[src/rtl/id_ex_stage.sv]
// ID/EX pipeline register with load-use hazard detection; ID fields appear on EX outputs 1 cycle after capture.
// Stall_i freezes the whole stage; a flush or load-use hazard loads an all-zero bubble instead of the ID fields.
module id_ex_stage #(
    parameter int XLEN    = 32,
    parameter int REG_AW  = 5,
    parameter int ALUOP_W = 2,
    parameter int FUNCT_W = 10
) (
    input  logic               clk_i,
    input  logic               rst_i,
    input  logic               Stall_i,
    input  logic               Flush_i,
    input  logic [XLEN-1:0]    RS1data_i,
    input  logic [XLEN-1:0]    RS2data_i,
    input  logic [XLEN-1:0]    Imm_i,
    input  logic [FUNCT_W-1:0] funct_i,
    input  logic [REG_AW-1:0]  Rs1_i,
    input  logic [REG_AW-1:0]  Rs2_i,
    input  logic [REG_AW-1:0]  Rd_i,
    input  logic               RegWrite_i,
    input  logic               MemtoReg_i,
    input  logic               MemRead_i,
    input  logic               MemWrite_i,
    input  logic               ALUSrc_i,
    input  logic [ALUOP_W-1:0] ALUOp_i,
    output logic [XLEN-1:0]    EXRS1data_o,
    output logic [XLEN-1:0]    EXRS2data_o,
    output logic [XLEN-1:0]    EXImm_o,
    output logic [FUNCT_W-1:0] EXfunct_o,
    output logic [REG_AW-1:0]  EXRs1_o,
    output logic [REG_AW-1:0]  EXRs2_o,
    output logic [REG_AW-1:0]  EXRd_o,
    output logic               EXRegWrite_o,
    output logic               EXMemtoReg_o,
    output logic               EXMemRead_o,
    output logic               EXMemWrite_o,
    output logic               EXALUSrc_o,
    output logic [ALUOP_W-1:0] EXALUOp_o,
    output logic               EXValid_o,
    output logic               NoOp_o,
    output logic               PCWrite_o,
    output logic               IFIDStall_o
);

    typedef struct packed {
        logic [XLEN-1:0]    rs1_data;
        logic [XLEN-1:0]    rs2_data;
        logic [XLEN-1:0]    imm;
        logic [FUNCT_W-1:0] funct;
        logic [REG_AW-1:0]  rs1;
        logic [REG_AW-1:0]  rs2;
        logic [REG_AW-1:0]  rd;
        logic               reg_write;
        logic               mem_to_reg;
        logic               mem_read;
        logic               mem_write;
        logic               alu_src;
        logic [ALUOP_W-1:0] alu_op;
        logic               valid;
    } ex_t;

    ex_t  ex_q;
    ex_t  id_pkt;
    logic hazard;

    always_comb begin
        id_pkt            = '0;
        id_pkt.rs1_data   = RS1data_i;
        id_pkt.rs2_data   = RS2data_i;
        id_pkt.imm        = Imm_i;
        id_pkt.funct      = funct_i;
        id_pkt.rs1        = Rs1_i;
        id_pkt.rs2        = Rs2_i;
        id_pkt.rd         = Rd_i;
        id_pkt.reg_write  = RegWrite_i;
        id_pkt.mem_to_reg = MemtoReg_i;
        id_pkt.mem_read   = MemRead_i;
        id_pkt.mem_write  = MemWrite_i;
        id_pkt.alu_src    = ALUSrc_i;
        id_pkt.alu_op     = ALUOp_i;
        id_pkt.valid      = 1'b1;
    end

    // rs2 is compared even for formats without rs2; the occasional spurious stall is harmless.
    assign hazard = ex_q.valid & ex_q.mem_read & (ex_q.rd != '0) &
                    ((ex_q.rd == Rs1_i) | (ex_q.rd == Rs2_i));

    // A bubble is all-zero so register indices can never match in the forwarding unit.
    always_ff @(posedge clk_i or negedge rst_i) begin
        if (!rst_i) begin
            ex_q <= '0;
        end else if (!Stall_i) begin
            if (Flush_i || hazard) begin
                ex_q <= '0;
            end else begin
                ex_q <= id_pkt;
            end
        end
    end

    assign EXRS1data_o  = ex_q.rs1_data;
    assign EXRS2data_o  = ex_q.rs2_data;
    assign EXImm_o      = ex_q.imm;
    assign EXfunct_o    = ex_q.funct;
    assign EXRs1_o      = ex_q.rs1;
    assign EXRs2_o      = ex_q.rs2;
    assign EXRd_o       = ex_q.rd;
    assign EXRegWrite_o = ex_q.reg_write;
    assign EXMemtoReg_o = ex_q.mem_to_reg;
    assign EXMemRead_o  = ex_q.mem_read;
    assign EXMemWrite_o = ex_q.mem_write;
    assign EXALUSrc_o   = ex_q.alu_src;
    assign EXALUOp_o    = ex_q.alu_op;
    assign EXValid_o    = ex_q.valid;

    assign NoOp_o      = hazard;
    assign IFIDStall_o = hazard;
    assign PCWrite_o   = ~hazard;

endmodule

[config.mk]
export PLATFORM = sky130hd
export DESIGN_NAME = id_ex_stage
export DESIGN_NICKNAME = d
export VERILOG_FILES = /design/src/rtl/id_ex_stage.sv
export SDC_FILE = /design/constraint.sdc
export NUM_CORES = 1
export LEC_CHECK = 0
export ABC_AREA = 1
export BUFFER_PORTS_ARGS = -buffer_cell sky130_fd_sc_hd__clkbuf_2
export CAP_MARGIN = 20
export CORE_ASPECT_RATIO = 1.25
export CORE_MARGIN = 5
export CORE_UTILIZATION = 49
export DETAILED_ROUTE_END_ITERATION = 10
export GPL_TIMING_DRIVEN = 1
export PLACE_DENSITY = 0.9
export SYNTH_ARGS = -nofsm -noshare
export SYNTH_HDL_FRONTEND = slang
export SYNTH_SLANG_ARGS = --single-unit
[constraint.sdc]
create_clock -name clk_i -period 2.65 [get_ports clk_i]
set_input_delay 0.1325 -clock clk_i [delete_from_list [all_inputs] [get_ports clk_i]]
set_output_delay 0.1325 -clock clk_i [all_outputs]
set_load 0.02 [all_outputs]
==> results.json <==
{
  "r2r-start": "EXRd_o[2]",
  "min_path_cells": 3,
  "dieArea_mm2": 0.0130,
  "port_buffers": 263,
  "yosysTopAreaCell": "dfrtp_1",
  "synthDistinctLibCells": 14,
  "cts_root_buf": "clkbuf_16",
  "clk_latency_ps": 410,
  "cts.repair.resized": 0,
  "crit_path_top_delay_cell": "nand2_4",
  "drc": 0,
  "antenna_found_initial": 1,
  "r2r-end": "EXImm_o[15]",
  "grtUsageTotal_pct": 31.7,
  "start_kind": "flop",
  "hold_end": "EXRs1_o[1]",
  "power.leakage_nw": 4.95,
  "synthToLayoutAreaGrowth_pct": 61.8,
  "tightest_slew_ps": 890,
  "cp_max_fo": 63,
  "fp.dieW_um": 103,
  "grt_pass1_wl_mm": 31.7,
  "row_count": 42,
  "ys_seq_area_share_pct": 60.9,
  "crit_top_cell": "inv_1",
  "holdCritPathClass": "input pin to flop",
  "grt_max_degree": 130,
  "syn_area_mm2": 0.00530,
  "cts_made_buffers": 17,
  "drt_pass1_iterations": 5,
  "maxCapViolCount": 0,
  "initial_core_util_pct": 50.0,
  "final_cell_mix": "nand2_1, clkbuf_2, nand3_1, dfrtp_1, dlygate4sd3_1",
  "via_per_inst": 5.24,
  "path_buf_inv": 3,
  "routedWlPerCell_um": 17.9,
  "status": "completed",
  "required_ps": 2520,
  "pin_count": 264,
  "ctsHoldBuffers": 124,
  "layout.cells.most_common": "nand2_1",
  "critical_path_depth": 7,
  "vias": 5895,
  "fillers": 622,
  "layout.nets": 1112,
  "p_per_area_mw_per_mm2": 677,
  "avgSynthCellArea_um2": 8.68,
  "cts_max_path_buffers": 2,
  "synthTopCellsByArea": "dfrtp_1, nand2_1, nand3_1",
  "ys.warnings.count": 0,
  "drive_gt1_share_pct": 30.8,
  "clock-skew-final_ps": 10.0,
  "setup-tns-final_ps": 0,
  "ys_ff_latch": 129,
  "r2r_setup_slack_ps": 640,
  "cts_tree": "built",
  "slowest_delay_ps": 510,
  "worstHoldStart": "Rs1_i[1]",
  "rsz0062_at_grt": "false",
  "postCtsSetupRepairBufs": 0,
  "netlist_instances": 611,
  "arrival_ps": 2170,
  "clk_pin_slew_ps": 60,
  "critPathTopFamily": "simple AND/OR/NAND/NOR gates",
  "final_util_pct": 80.8,
  "hold_slack_ps": 13.1,
  "cts_sinks": 129,
  "reg2reg_depth": 8,
  "relSlewSlack_pct": 40.7,
  "dp_hpwl_mm": 10.7,
  "setup_viol": 0,
  "drv_slew": 0,
  "peakVddDrop_uv": 451,
  "worstSetupEndpointType": "primary output",
  "clock.fmax_ghz": 0.434,
  "fp.dieH_um": 126,
  "grt_pass1_vias": 6390,
  "synth_nets": 743,
  "drtIter0Drc": 431,
  "grt_overflow": 0,
  "place_congestion": 0.894,
  "wirelength_mm": 20.2,
  "core_mm2": 0.0106,
  "cp_cell_sequence": "nor2_1 > nand4_1 > nand3_1 > inv_1 > nand2_4 > inv_1 > clkbuf_2",
  "fin_crit_sh_pct": 86.9,
  "synth_top_area_share_pct": 60.9,
  "cts_max_level": 4,
  "fin_crit_ps": 2300,
  "path_class": "flop to primary output",
  "hold_viol": 0,
  "ant_nets": 0
}
## area by class of cell
type	count	area, µm²	area share [%]
sequential	129	3230	37.6
timing repair buffer	393	2670	31.1
multi-input combinational	425	1790	20.8
clock buffer	20	467	5.44
clock inverter	12	205	2.39
tap	132	165	1.93
inverter	14	52.6	0.613
antenna	1	2.50	0.0292
## flip-flops by register name, indices dropped and copies added (netlist names)
name,cells
EXRd_o,5
EXALUOp_o,2
EXValid_o,1
EXRS1data_o,32
EXALUSrc_o,1
EXMemWrite_o,1
EXRS2data_o,32
EXMemtoReg_o,1
EXRs2_o,5
EXRegWrite_o,1
EXMemRead_o,1
EXRs1_o,5
EXImm_o,32
EXfunct_o,10
## kinds of logic (layout without fill, tap and decap cells)
group,count (synthesis),count (layout),share of synthesized area [%]
other,0,1,0
flip-flops,129,129,60.9
AND/OR/NAND/NOR,423,423,33.1
buffers and inverters,57,439,5.66
XOR/XNOR,2,2,0.330
## worst reg2reg max path, stage by stage, from the launching register on
cell and delay [ps]:
dfrtp_1 450, nor2_1 180, nand4_1 110, nand3_1 110, inv_1 80, nand2_4 510, buf_12 300, nand3_1 120
nand2_1 100
## per-layer routing
| layer | share of wire, % | global-route usage, % |
|---|---|---|
| met4 | 6.2 | 20.0 |
| met3 | 8.1 | 8.95 |
| met2 | 53 | 54.7 |
| met1 | 33 | 33.0 |
| met5 | 0 | 0 |
## worst max-delay path by stage
stage                   start  slack (ps)     endpoint
CTS                 EXRd_o[2]         370  IFIDStall_o
global placement    EXRd_o[2]         740   EXRs2_o[2]
detailed placement  EXRd_o[2]         730  EXImm_o[22]
floorplan           EXRd_o[1]        1000       NoOp_o
global route        EXRd_o[0]         220  IFIDStall_o
finish              EXRd_o[2]         350  IFIDStall_o
## power by group
group | internal, mW | total (mW) | leakage [nW] | switching (mW)
clock | 1.75 | 2.62 | 0.322 | 0.871
sequential | 2.12 | 2.23 | 1.68 | 0.108
combinational | 0.387 | 0.956 | 2.95 | 0.569
total | 4.26 | 5.81 | 4.95 | 1.55
## stage by stage
| step | cell area (µm²) | std cells | setup slack (ps) | power (mW) |
|---|---|---|---|---|
| after CTS | 8570 | 1125 | 373 | 5.77 |
| after global placement | 6660 | 969 | 744 | 3.01 |
| after floorplan | 5300 | 611 | 999 | 2.65 |
| final | 8580 | 1126 | 347 | 5.81 |
| after global routing | 8580 | 1126 | 225 | 6.02 |
| after detailed placement | 6660 | 969 | 732 | 3.03 |
## cell usage after synthesis
master / n
buf_1: 2
buf_2: 6
buf_4: 1
buf_6: 10
clkbuf_1: 24
dfrtp_1: 129
inv_1: 11
inv_2: 3
nand2_1: 280
nand2_2: 1
nand3_1: 131
nand4_1: 1
nor2_1: 10
xnor2_1: 2
Power figures use the tool's default switching activity.
